<file path="src/rtl/cpu_pkg.sv">
// Shared CPU definitions: datapath widths and the memory-access sequencer state type.
package cpu_pkg;

  localparam int DATA_W = 16;
  localparam int ADDR_W = 8;

  typedef enum logic [1:0] {
    IDLE   = 2'b00,
    ACCESS = 2'b01,
    DONE   = 2'b10
  } mac_state_t;

endpackage

</file>
<file path="src/rtl/mem_access_ctrl.sv">
// Memory-access sequencer: runs one load/store on a synchronous RAM port for a
// fixed number of wait cycles, holds the last loaded word and pulses done.
module mem_access_ctrl
  import cpu_pkg::*;
#(
  parameter int          ADDR_W      = cpu_pkg::ADDR_W,
  parameter int          DATA_W      = cpu_pkg::DATA_W,
  parameter int unsigned WAIT_CYCLES = 2
) (
  input  logic              clk,
  input  logic              rst,
  input  logic              req,
  input  logic              we,
  input  logic [ADDR_W-1:0] addr,
  input  logic [DATA_W-1:0] wdata,
  output logic              busy,
  output logic              done,
  output logic [DATA_W-1:0] rdata,
  output logic              mem_en,
  output logic              mem_we,
  output logic [ADDR_W-1:0] mem_addr,
  output logic [DATA_W-1:0] mem_wdata,
  input  logic [DATA_W-1:0] mem_rdata
);

  localparam int CW = $clog2(WAIT_CYCLES + 1);

  if (WAIT_CYCLES < 1) begin : g_bad_wait
    $error("mem_access_ctrl: WAIT_CYCLES must be at least 1");
  end

  mac_state_t        r_state;
  logic [CW-1:0]     r_cnt;
  logic              r_we;
  logic [ADDR_W-1:0] r_addr;
  logic [DATA_W-1:0] r_wdata;
  logic [DATA_W-1:0] r_rdata;

  always_ff @(posedge clk) begin
    if (rst) begin
      r_state <= IDLE;
      r_cnt   <= '0;
      r_we    <= 1'b0;
      r_addr  <= '0;
      r_wdata <= '0;
      r_rdata <= '0;
    end else begin
      case (r_state)
        IDLE: begin
          if (req) begin
            r_we    <= we;
            r_addr  <= addr;
            r_wdata <= wdata;
            r_cnt   <= CW'(WAIT_CYCLES - 1);
            r_state <= ACCESS;
          end
        end
        ACCESS: begin
          // Read data is only guaranteed valid in the final access cycle.
          if (r_cnt == '0) begin
            if (!r_we) r_rdata <= mem_rdata;
            r_state <= DONE;
          end else begin
            r_cnt <= r_cnt - CW'(1);
          end
        end
        DONE:    r_state <= IDLE;
        default: r_state <= IDLE;
      endcase
    end
  end

  assign busy      = (r_state != IDLE);
  assign done      = (r_state == DONE);
  assign mem_en    = (r_state == ACCESS);
  assign mem_we    = (r_state == ACCESS) && r_we;
  assign mem_addr  = r_addr;
  assign mem_wdata = r_wdata;
  assign rdata     = r_rdata;

endmodule

</file>
<file path="config.mk">
export PLATFORM = sky130hd
export DESIGN_NAME = mem_access_ctrl
export DESIGN_NICKNAME = d
export VERILOG_FILES = /design/src/rtl/cpu_pkg.sv /design/src/rtl/mem_access_ctrl.sv
export SDC_FILE = /design/constraint.sdc
export NUM_CORES = 1
export LEC_CHECK = 0
export CAP_MARGIN = 20
export CORE_UTILIZATION = 35
export DETAILED_ROUTE_END_ITERATION = 10
export HOLD_SLACK_MARGIN = 0.02
export PLACE_DENSITY = 0.81
export SLEW_MARGIN = 30
export SYNTH_ARGS = -nofsm -noshare
export SYNTH_HDL_FRONTEND = slang
export SYNTH_SLANG_ARGS = --single-unit
</file>
<file path="constraint.sdc">
create_clock -name clk -period 1.2 [get_ports clk]
set_input_delay 0.18 -clock clk [delete_from_list [all_inputs] [get_ports clk]]
set_output_delay 0.18 -clock clk [all_outputs]
set_load 0.01 [all_outputs]
</file>
==> flow_summary_export.csv <==
group,metric,value,unit
timing,fin_crit,1.387,ns
global_route,grt_max_degree,28,
place,gp_congestion,0.7344,
outcome,status,"finished with violations",
power_and_ir_drop,peakVddDrop,0.0005978,V
global_route,overflow,0,
worst_setup_path,r2r_cells,5,
hold_path,whs_path_depth,2,
worst_setup_path,cp.required,1.36,ns
timing,fmax,721.2,MHz
synthesis,yosysWarnings,0,
worst_setup_path,critical_path_class,"reg -> reg",
timing,slew_headroom,68.36,%
floorplan,std_cell_rows,25,
global_route,grt_pass1_vias,1564,
clock_tree,clk_latency,0.29,ns
worst_setup_path,crit_path_end_kind,"flip-flop",
detailed_routing,drt_first_pass_iters,4,
worst_setup_path,crit_arrival,1.55,ns
cells_and_area,stdcell_count,377,
global_route,antenna_found_initial,0,
power_and_ir_drop,power_leakage,0.001428,uW
floorplan,ios,88,
synthesis,yosysSeqAreaShare,52.40,%
synthesis,synth_commonest_cells,"nand2_1, dfxtp_1, a21oi_1",
synthesis,syn_nets,247,
synthesis,ys_top_cells_by_area,"dfxtp_1, nand2_1, a21oi_1",
global_route,gr-usage-all-layers,17.32,%
timing,setup_violations,48,
timing,worst_slack,-0.1866,ns
synthesis,synth.top_cell.area_share,52.40,%
floorplan,core_area,4723,um^2
clock_tree,cts_buffer_depth,2,
clock_tree,clk_pin_slew,0.08,ns
detailed_routing,ant_nets,0,
place,dp.cells,356,
detailed_routing,vias,1814,
synthesis,synth_area,1719,um^2
detailed_routing,drc,0,
floorplan,fp.dieH,72.09,um
timing,fin_hold_ws,0.3177,ns
place,port_buffers,87,
clock_tree,h-tree-depth,2,
clock_tree,cts-root-buf,"clkbuf_8",
worst_setup_path,critPathLaunchType,"flip-flop",
global_route,grt_first_pass_wirelength,6996,um
outcome,failed_checks,"setup timing",
cells_and_area,layout-drive-gt1-share,32.58,%
timing,worstMarginPinSlew,0.4746,ns
job,cap_viol_max_count,0,
detailed_routing,drt_iter0_markers,96,
cells_and_area,n_antenna_cell,0,
synthesis,netlist_instances,202,
timing,drv_slew,0,
worst_setup_path,worstPathMaxFanout,6,
floorplan,start_util,36.40,%
detailed_routing,wire_per_inst,14.42,um
detailed_routing,routed_via_density,4.812,
hold_path,hold_class,"in -> reg",
power_and_ir_drop,power_density,1093,nW/um^2
timing,rsz0062_at_grt,"true",
synthesis,synth_largest_area_cell,"dfxtp_1",
cells_and_area,area_growth,86.17,%
place,pre_cts_slack,-0.3141,ns
clock_tree,cts_sinks,45,
synthesis,syn_area_per_cell,8.511,um^2
timing,hold_viol,0,
floorplan,die_w,72.09,um
synthesis,async_reset_ff_share,0,%
synthesis,synth_edf_count,0,
place,dpl.hpwl,3004,um
floorplan,dieArea,5196,um^2
synthesis,synth_ff_type,"dfxtp_1",
clock_tree,cts_buffers,5,
synthesis,ys_types,25,
detailed_routing,wl,5437,um
timing,finalCritPeriodShare,115.6,%
clock_tree,cts_tree,"done",
timing,skew,0.005392,ns
synthesis,ys_ff_latch,45,
synthesis,yosysMostFrequentCell,"nand2_1",
cells_and_area,nNetsFinal,354,
final cells by class:
| type | count | area (um^2) |
|---|---|---|
| Clock inverter | 1 | 7.507 |
| Timing Repair Buffer | 114 | 1181 |
| Fill cell | 369 | 1523 |
| Multi-Input combinational cell | 141 | 933.4 |
| Clock buffer | 7 | 76.32 |
| Tap cell | 67 | 83.83 |
| Inverter | 2 | 7.507 |
| Sequential cell | 45 | 910.9 |
cells by family (layout without fill, tap and decap cells):
family                   after synthesis  count (layout)  share of synthesized area, %
flip-flops                            45              45                         52.40
AND/OR/NAND/NOR                       96              96                         24.82
adder cells (fa/ha/maj)                1               1                        0.7277
buffers and inverters                 16             124                         6.695
AO/OA/AOI/OAI                         44              44                         15.36
metrics by stage:
| stage | total power, uW | utilization, % | TNS [ns] | cell area, um^2 |
|---|---|---|---|---|
| after floorplan | 2004 | - | -0.6201 | 1737 |
| after global placement | 2412 | 58.12 | -8.102 | 2745 |
| after detailed placement | 2428 | 58.12 | -9.727 | 2745 |
| after CTS | 3286 | 59.52 | -4.840 | 2811 |
| after global routing | 3658 | 67.76 | -8.299 | 3201 |
| final | 3499 | 67.76 | -6.402 | 3201 |
placed cells by master, fill, tap and decap left out, drive strengths merged, types with 2 or more instances in the layout:
cell	instances
clkbuf	12
dlygate4sd2	40
dfxtp	45
clkdlybuf4s50	42
buf	27
inv	2
nor3b	2
nand2	83
a21oi	42
nor2	3
path summary, 6_finish.rpt:
check / startpoint / end / slack, ns
max: r_state[1] / mem_wdata[6] / -0.19
min: rst / r_state[0] / 0.32
max reg2reg: r_state[1] / mem_wdata[6] / -0.19
min reg2reg: mem_addr[5] / mem_addr[5] / 0.45
what timing repair did:
item | CTS | global route
setup buffers | 0 | 7
gates resized for setup | 69 | 57
pin swaps | 1 | 24
hold buffers | 0 | 0
setup endpoints to repair | 88 | 48
cloned | 0 | 6
flip-flops by register name, summed over array words and instances (netlist names):
| register | cells |
|---|---|
| r_state | 2 |
| mem_wdata | 16 |
| r_cnt | 2 |
| rdata | 16 |
| r_we | 1 |
| mem_addr | 8 |
per-layer routing:
metal | wire (um) | track usage [%] | part of all wire, %
met1 | 2141 | 19.50 | 39
met2 | 2812 | 30.11 | 52
met3 | 342 | 5.139 | 6.3
met4 | 141 | 7.843 | 2.6
met5 | 0 | 0 | 0
worst max-delay path: stages, from the launching register on:
cell and delay [ns]:
dfxtp_4 0.37, buf_6 0.12, or3b_4 0.45, clkbuf_16 0.19
nand2_1 0.07, a21oi_1 0.07
where the power goes:
group | total, uW | switching (uW) | internal [uW]
clock network | 897 | 485 | 412
logic | 954 | 421 | 533
registers | 1650 | 61.0 | 1590
total | 3500 | 967 | 2530
Power figures use the tool's default switching activity.
